### src/rtl/bsg_mul_iterative_booth_gen_if.sv
`default_nettype none
// ============================================================================
// Module  : bsg_mul_iterative_booth_gen_if
// Brief   : Request/result handshake bundle for the iterative Booth multiplier.
// Revision: 1.0
// ============================================================================
interface bsg_mul_iterative_booth_gen_if #(
  parameter int width_p = 64
);
  logic                   v_i;
  logic                   ready_o;
  logic [width_p-1:0]     opA_i;
  logic [width_p-1:0]     opB_i;
  logic                   opA_signed_i;
  logic                   opB_signed_i;
  logic                   cancel_i;
  logic                   v_o;
  logic [2*width_p-1:0]   result_o;
  logic                   yumi_i;

  modport master (
    output v_i, opA_i, opB_i, opA_signed_i, opB_signed_i, cancel_i, yumi_i,
    input  ready_o, v_o, result_o
  );

  modport slave (
    input  v_i, opA_i, opB_i, opA_signed_i, opB_signed_i, cancel_i, yumi_i,
    output ready_o, v_o, result_o
  );
endinterface
`default_nettype wire

### src/rtl/bsg_mul_iterative_booth_gen.sv
`default_nettype none
// ============================================================================
// Module  : bsg_mul_iterative_booth_gen
// Brief   : Iterative radix-4 Booth multiplier, carry-save accumulate + final CPA.
// Revision: 1.0
// ============================================================================
module bsg_mul_iterative_booth_gen #(
  parameter int width_p     = 64,
  parameter int stride_p    = 16,
  parameter int early_out_p = 1
) (
  input  logic                        clk_i,
  input  logic                        reset_n_i,
  bsg_mul_iterative_booth_gen_if.slave bus
);

  localparam int C_ACC_W  = 2*width_p + stride_p + 4;
  localparam int C_B_W    = width_p + 3;
  localparam int C_DIGITS = stride_p / 2;
  localparam int C_K_MAX  = (width_p + 2 + stride_p - 1) / stride_p;
  localparam int C_CNT_W  = $clog2(C_K_MAX + 1);

  typedef enum logic [1:0] {
    S_IDLE = 2'd0,
    S_CALC = 2'd1,
    S_CPA  = 2'd2,
    S_DONE = 2'd3
  } state_e;

  state_e                 state_q,  state_d;
  logic [C_ACC_W-1:0]     a_q,      a_d;
  logic [C_ACC_W-1:0]     sum_q,    sum_d;
  logic [C_ACC_W-1:0]     carry_q,  carry_d;
  logic [C_B_W-1:0]       b_q,      b_d;
  logic [C_CNT_W-1:0]     cnt_q,    cnt_d;
  logic [2*width_p-1:0]   result_q, result_d;

  logic [C_ACC_W-1:0]     w_csa_s, w_csa_c, w_nxt_s, w_pp, w_mag, w_neg;
  logic [2:0]             w_trip;
  logic                   w_one, w_two, w_dneg;
  logic [C_B_W-1:0]       w_b_shift;
  logic                   w_rem_zero, w_last;

  // b_q[0] is the Booth overlap bit b[-1]; a_q carries the multiplicand
  // pre-shifted to the weight of the digits retired this cycle.
  always_comb begin
    w_csa_s = sum_q;
    w_csa_c = carry_q;
    w_neg   = '0;
    w_trip  = '0;
    w_one   = 1'b0;
    w_two   = 1'b0;
    w_dneg  = 1'b0;
    w_mag   = '0;
    w_pp    = '0;
    w_nxt_s = '0;
    for (int j = 0; j < C_DIGITS; j++) begin
      w_trip   = b_q[2*j +: 3];
      w_one    = w_trip[1] ^ w_trip[0];
      w_two    = (w_trip[2] & ~w_trip[1] & ~w_trip[0]) | (~w_trip[2] & w_trip[1] & w_trip[0]);
      w_dneg   = w_trip[2] & ~(w_trip[1] & w_trip[0]);
      w_mag    = w_two ? (a_q << 1) : (w_one ? a_q : '0);
      w_pp     = (w_dneg ? ~w_mag : w_mag) << (2*j);
      w_neg[2*j] = w_dneg;
      w_nxt_s  = w_csa_s ^ w_csa_c ^ w_pp;
      w_csa_c  = ((w_csa_s & w_csa_c) | (w_csa_s & w_pp) | (w_csa_c & w_pp)) << 1;
      w_csa_s  = w_nxt_s;
    end
    // The +1 of every one's-complement negation enters as one extra row.
    w_nxt_s = w_csa_s ^ w_csa_c ^ w_neg;
    w_csa_c = ((w_csa_s & w_csa_c) | (w_csa_s & w_neg) | (w_csa_c & w_neg)) << 1;
    w_csa_s = w_nxt_s;
  end

  assign w_b_shift  = $signed(b_q) >>> stride_p;
  assign w_rem_zero = (w_b_shift == '0) || (&w_b_shift);
  assign w_last     = (cnt_q == C_CNT_W'(C_K_MAX - 1));

  always_comb begin
    state_d  = state_q;
    a_d      = a_q;
    b_d      = b_q;
    sum_d    = sum_q;
    carry_d  = carry_q;
    cnt_d    = cnt_q;
    result_d = result_q;
    case (state_q)
      S_IDLE: begin
        if (bus.v_i) begin
          a_d     = {{(C_ACC_W-width_p){bus.opA_signed_i & bus.opA_i[width_p-1]}}, bus.opA_i};
          b_d     = {{2{bus.opB_signed_i & bus.opB_i[width_p-1]}}, bus.opB_i, 1'b0};
          sum_d   = '0;
          carry_d = '0;
          cnt_d   = '0;
          state_d = S_CALC;
        end
      end
      S_CALC: begin
        if (bus.cancel_i) begin
          state_d = S_IDLE;
        end else begin
          sum_d   = w_csa_s;
          carry_d = w_csa_c;
          a_d     = a_q << stride_p;
          b_d     = w_b_shift;
          cnt_d   = cnt_q + C_CNT_W'(1);
          if (w_last || ((early_out_p != 0) && w_rem_zero)) begin
            state_d = S_CPA;
          end
        end
      end
      S_CPA: begin
        if (bus.cancel_i) begin
          state_d = S_IDLE;
        end else begin
          result_d = sum_q[2*width_p-1:0] + carry_q[2*width_p-1:0];
          state_d  = S_DONE;
        end
      end
      S_DONE: begin
        if (bus.cancel_i || bus.yumi_i) begin
          state_d = S_IDLE;
        end
      end
      default: state_d = S_IDLE;
    endcase
  end

  always_ff @(posedge clk_i or negedge reset_n_i) begin
    if (!reset_n_i) begin
      state_q  <= S_IDLE;
      a_q      <= '0;
      b_q      <= '0;
      sum_q    <= '0;
      carry_q  <= '0;
      cnt_q    <= '0;
      result_q <= '0;
    end else begin
      state_q  <= state_d;
      a_q      <= a_d;
      b_q      <= b_d;
      sum_q    <= sum_d;
      carry_q  <= carry_d;
      cnt_q    <= cnt_d;
      result_q <= result_d;
    end
  end

  assign bus.ready_o  = (state_q == S_IDLE);
  assign bus.v_o      = (state_q == S_DONE);
  assign bus.result_o = result_q;

endmodule
`default_nettype wire
### src/flat_wrapper.sv
// flat-port wrapper written by rule: the top's interface ports become plain ports
module bsg_mul_iterative_booth_gen_flat 
#(
  parameter int width_p     = 64,
  parameter int stride_p    = 16,
  parameter int early_out_p = 1
)
  (clk_i, reset_n_i, bus_v_i, bus_opA_i, bus_opB_i, bus_opA_signed_i, bus_opB_signed_i, bus_cancel_i, bus_yumi_i, bus_ready_o, bus_v_o, bus_result_o);
  bsg_mul_iterative_booth_gen_if #(.width_p(width_p)) bus_i ();
  input  logic clk_i;
  input  logic reset_n_i;
  input wire logic [$bits(bus_i.v_i)-1:0] bus_v_i;
  input wire logic [$bits(bus_i.opA_i)-1:0] bus_opA_i;
  input wire logic [$bits(bus_i.opB_i)-1:0] bus_opB_i;
  input wire logic [$bits(bus_i.opA_signed_i)-1:0] bus_opA_signed_i;
  input wire logic [$bits(bus_i.opB_signed_i)-1:0] bus_opB_signed_i;
  input wire logic [$bits(bus_i.cancel_i)-1:0] bus_cancel_i;
  input wire logic [$bits(bus_i.yumi_i)-1:0] bus_yumi_i;
  output wire logic [$bits(bus_i.ready_o)-1:0] bus_ready_o;
  output wire logic [$bits(bus_i.v_o)-1:0] bus_v_o;
  output wire logic [$bits(bus_i.result_o)-1:0] bus_result_o;
  assign bus_i.v_i = bus_v_i;
  assign bus_i.opA_i = bus_opA_i;
  assign bus_i.opB_i = bus_opB_i;
  assign bus_i.opA_signed_i = bus_opA_signed_i;
  assign bus_i.opB_signed_i = bus_opB_signed_i;
  assign bus_i.cancel_i = bus_cancel_i;
  assign bus_i.yumi_i = bus_yumi_i;
  assign bus_ready_o = bus_i.ready_o;
  assign bus_v_o = bus_i.v_o;
  assign bus_result_o = bus_i.result_o;
  bsg_mul_iterative_booth_gen #(.width_p(width_p), .stride_p(stride_p), .early_out_p(early_out_p)) u_core (.clk_i(clk_i), .reset_n_i(reset_n_i), .bus(bus_i));
endmodule
### config.mk
export PLATFORM = sky130hd
export DESIGN_NAME = bsg_mul_iterative_booth_gen_flat
export DESIGN_NICKNAME = d
export VERILOG_FILES = /design/src/rtl/bsg_mul_iterative_booth_gen_if.sv /design/src/rtl/bsg_mul_iterative_booth_gen.sv /design/src/flat_wrapper.sv
export SDC_FILE = /design/constraint.sdc
export NUM_CORES = 2
export LEC_CHECK = 0
export ABC_AREA = 1
export BUFFER_PORTS_ARGS = -buffer_cell sky130_fd_sc_hd__buf_2
export CAP_MARGIN = 20
export CELL_PAD_IN_SITES_DETAIL_PLACEMENT = 1
export CELL_PAD_IN_SITES_GLOBAL_PLACEMENT = 1
export CORE_MARGIN = 3
export CORE_UTILIZATION = 45
export DETAILED_ROUTE_END_ITERATION = 6
export PLACE_DENSITY = 0.85
export SETUP_SLACK_MARGIN = 0.2
export SLEW_MARGIN = 20
export SYNTH_ARGS = -nofsm -noshare
export SYNTH_HDL_FRONTEND = slang
export SYNTH_SLANG_ARGS = --single-unit
### constraint.sdc
create_clock -name clk_i -period 17.7 [get_ports clk_i]
set_clock_uncertainty 0.2 [all_clocks]
set_input_delay 1.77 -clock clk_i [delete_from_list [all_inputs] [get_ports clk_i]]
set_output_delay 1.77 -clock clk_i [all_outputs]
set_load 0.02 [all_outputs]
==> impl_metrics.yaml <==
timing:
  finalHoldViolations: 0
  period_needed_ns: 8.29
  max_slew.worst_pin.slew_ns: 1.31
  maxSlewHeadroom_pct: 12.9
  maxSlewViolCount: 0
  grt_setup_unrepaired: "false"
  finalCritPeriodShare_pct: 46.8
  timing.setup.tns_ns: 0
  fmax_mhz: 121
  setup_violations: 0
critical_path:
  timing_worst_setup_path_type: "flop to flop"
  critPathBufInv: 8
  cp.required_ns: 18.15
  critPathTopFamily: "adder cells"
  cp_common_cell: "fa_1"
  slowest_delay_ns: 0.90
  crit_fanout: 55
  crit_path_end_kind: "flop"
  crit_slowest_cell: "buf_4"
  worstSetupStartpointType: "flop"
  crit_chain: "ha_1 -> inv_1 -> nand2_2 -> inv_6 -> buf_4 -> buf_4 -> xor2_1 -> fa_1 -> inv_1 -> fa_1 -> fa_1 -> fa_1 -> fa_1 -> fa_1 -> inv_1 -> fa_1 -> inv_1 -> fa_1 -> inv_1 -> ha_1 -> nand2_1 -> o21ai_0"
  arrival_ns: 8.74
synth:
  synth_fp_nets: 10800
  ys_top_cells_by_count: "1669 x nand2_1, 1556 x inv_1, 967 x xor2_1"
  synthTopCellsByArea: "fa_1 25%, dfrtp_1 19%, xor2_1 11%, nand2_1 8.2%, o22ai_1 7.8%"
  ys_seq_area_share_pct: 18.9
  ys_types: 49
  syn_area_um2: 76600
  syn_area_per_cell_um2: 8.16
  synth_area_leader_cell: "fa_1"
  synthArstFlopShare_pct: 100
  yosysTopAreaCellShare_pct: 25.1
  synthCells: 9386
  synth_most_common_cell: "nand2_1"
  ys.warnings.count: 0
  synth_seq_cells: 579
  synth-main-ff-cell: "dfrtp_1"
  synth_edf_count: 0
job:
  maxCapViolCount: 0
floorplanning:
  start_util_pct: 45.5
  dieHeight_um: 418
  die_w_um: 418
  core_area_um2: 168000
  ios: 265
  row_count: 150
  die-area_um2: 175000
place:
  dp.cells: 11300
  dp_hpwl_mm: 253
  numPortBuffers: 264
  gp_congestion: 0.999
clocking:
  cts.path.max_buffers: 3
  cts-root-buf: "clkbuf_16"
  ctsResizeCount: 0
  clk_pin_slew_ns: 0.07
  clk_latency_ns: 0.78
  hold_buffers: 0
  h-tree-depth: 3
  cts_buffers: 76
  clock-sinks: 579
  post_cts_buffers: 0
  cts_tree: "built"
layout:
  stdcell_count: 11500
  utilization_pct: 48.6
  fillCellCount: 20200
  fin_nets: 10600
  layout-drive-gt1-share_pct: 6.79
  synthToLayoutAreaGrowth_pct: 6.71
  multi_input_area_um2: 53300
  ff_latch_area_um2: 14500
global_route:
  grt_overflow: 0
  grt_start_max_net_pins: 204
  grt_antenna_before_repair: 8
  grt_pass1_vias: 78100
  grt_pass1_wl_mm: 506
  grt.total_usage_pct: 38.6
drt:
  wl_mm: 340
  drtIter0Drc: 7868
  drc_errors: 0
  antenna_left: 0
  num_vias: 72500
  wl_per_cell_um: 29.6
  vias_per_cell: 6.31
  drtPass1Iterations: 7
hold_path:
  min_path_type: "flop to flop"
status:
  outcome: "completed"
-- cells by family (layout without fill, tap and decap cells) --
logic type,after synthesis,in the layout,synth area share (%)
and+or+nand+nor,2427,2427,13.2
xor gates and xnor gates,1015,1015,11.6
adders and majority gates,1244,1244,29.7
DFF,579,579,18.9
buffers and inverters,2291,2184,11.6
AOI/OAI and AO/OA,1830,1830,14.9
other,0,4,0
-- flip-flops by register name (all words and copies together), names as in the netlist --
| name | flops |
|---|---|
| u_core.bus.result_o | 128 |
| u_core.sum_q | 128 |
| u_core.a_q | 128 |
| u_core.state_q | 2 |
| u_core.b_q | 67 |
| u_core.cnt_q | 3 |
| u_core.carry_q | 123 |
-- routing by layer --
metal | track usage, % | up-vias | part of all wire, %
met1 | 47.2 | 36900 | 37
met5 | 0.528 | - | 0.063
met2 | 60.8 | 4617 | 45
met3 | 13.6 | 1258 | 12
met4 | 18.3 | 14 | 5.7
li1 | - | 29700 | -
-- worst register-to-register path, stage by stage (launching register included) --
cell	delay (ns)
dfrtp_1	0.40
ha_1	0.21
inv_1	0.09
nand2_2	0.19
inv_6	0.37
buf_4	0.93
buf_4	0.82
xor2_1	0.20
fa_1	0.52
inv_1	0.05
fa_1	0.50
fa_1	0.60
fa_1	0.45
fa_1	0.42
fa_1	0.55
inv_1	0.07
fa_1	0.48
inv_1	0.05
fa_1	0.49
inv_1	0.07
ha_1	0.27
nand2_1	0.05
o21ai_0	0.22
-- area by class of cell --
| class | instances | area share [%] |
|---|---|---|
| Antenna cell | 4 | 0.0123 |
| Clock buffer | 97 | 2.61 |
| Clock inverter | 40 | 0.657 |
| Inverter | 1710 | 7.96 |
| Multi-Input combinational cell | 6516 | 65.2 |
| Sequential cell | 579 | 17.7 |
| Tap cell | 2204 | 3.38 |
| Timing Repair Buffer | 337 | 2.41 |
-- placed cells by master (no fill, tap or decap), types with 7 or more instances in the layout --
cell       netlist  routed
nand2_1       1669    1665
inv_1         1556    1552
xor2_1         967     967
fa_1           959     959
o22ai_1        954     954
dfrtp_1        579     579
o21ai_0        342     342
nor2_1         293     293
ha_1           285     285
buf_2          178     263
nand3_1        233     232
a21oi_1        183     183
a22o_1         115     115
clkinv_1       116     114
a22oi_1         97      97
clkbuf_16        0      76
buf_4            3      67
o221ai_1        64      64
xnor2_1         48      48
nand4_1         46      46
nand2_2         31      30
nand3b_1        30      30
nor2_2          32      29
nor3_1          30      29
inv_2           38      25
o21ai_1         21      21
inv_6            0      20
nor4_1          17      17
o211ai_1        16      16
nand3_2         14      15
clkbuf_8         0      15
clkinv_2         0      13
nor3_2          10      11
o21bai_1        10      10
o31ai_1         10      10
or2_2            7       7
bufinv_16        0       7
-- through the flow --
step	instance area, um2	setup slack [ns]	hold WS [ns]
finish	81700	9.41	0.273
global route	81700	9.24	0.300
CTS	81600	9.53	0.279
detailed placement	78900	9.62	0.262
global placement	78900	9.90	0.257
floorplan	76600	11.31	0.270
-- worst paths after layout --
path | from | to | slack (ns) | cells after the start
setup / recovery | u_core.b_q[0] | u_core.sum_q[59] | 9.41 | 22
hold / removal | u_core.bus.result_o[102] | u_core.bus.result_o[102] | 0.27 | 2
setup reg to reg | u_core.b_q[0] | u_core.sum_q[59] | 9.41 | 22
hold reg to reg | u_core.bus.result_o[102] | u_core.bus.result_o[102] | 0.27 | 2
max in group asynchronous | reset_n_i | u_core.a_q[85] | 13.40 | 4
min in group asynchronous | reset_n_i | u_core.a_q[22] | 0.79 | 1
Power is left out: the tool's default activity adds up to more than one toggle a clock period on the data nets, which glitch-free logic cannot reach.
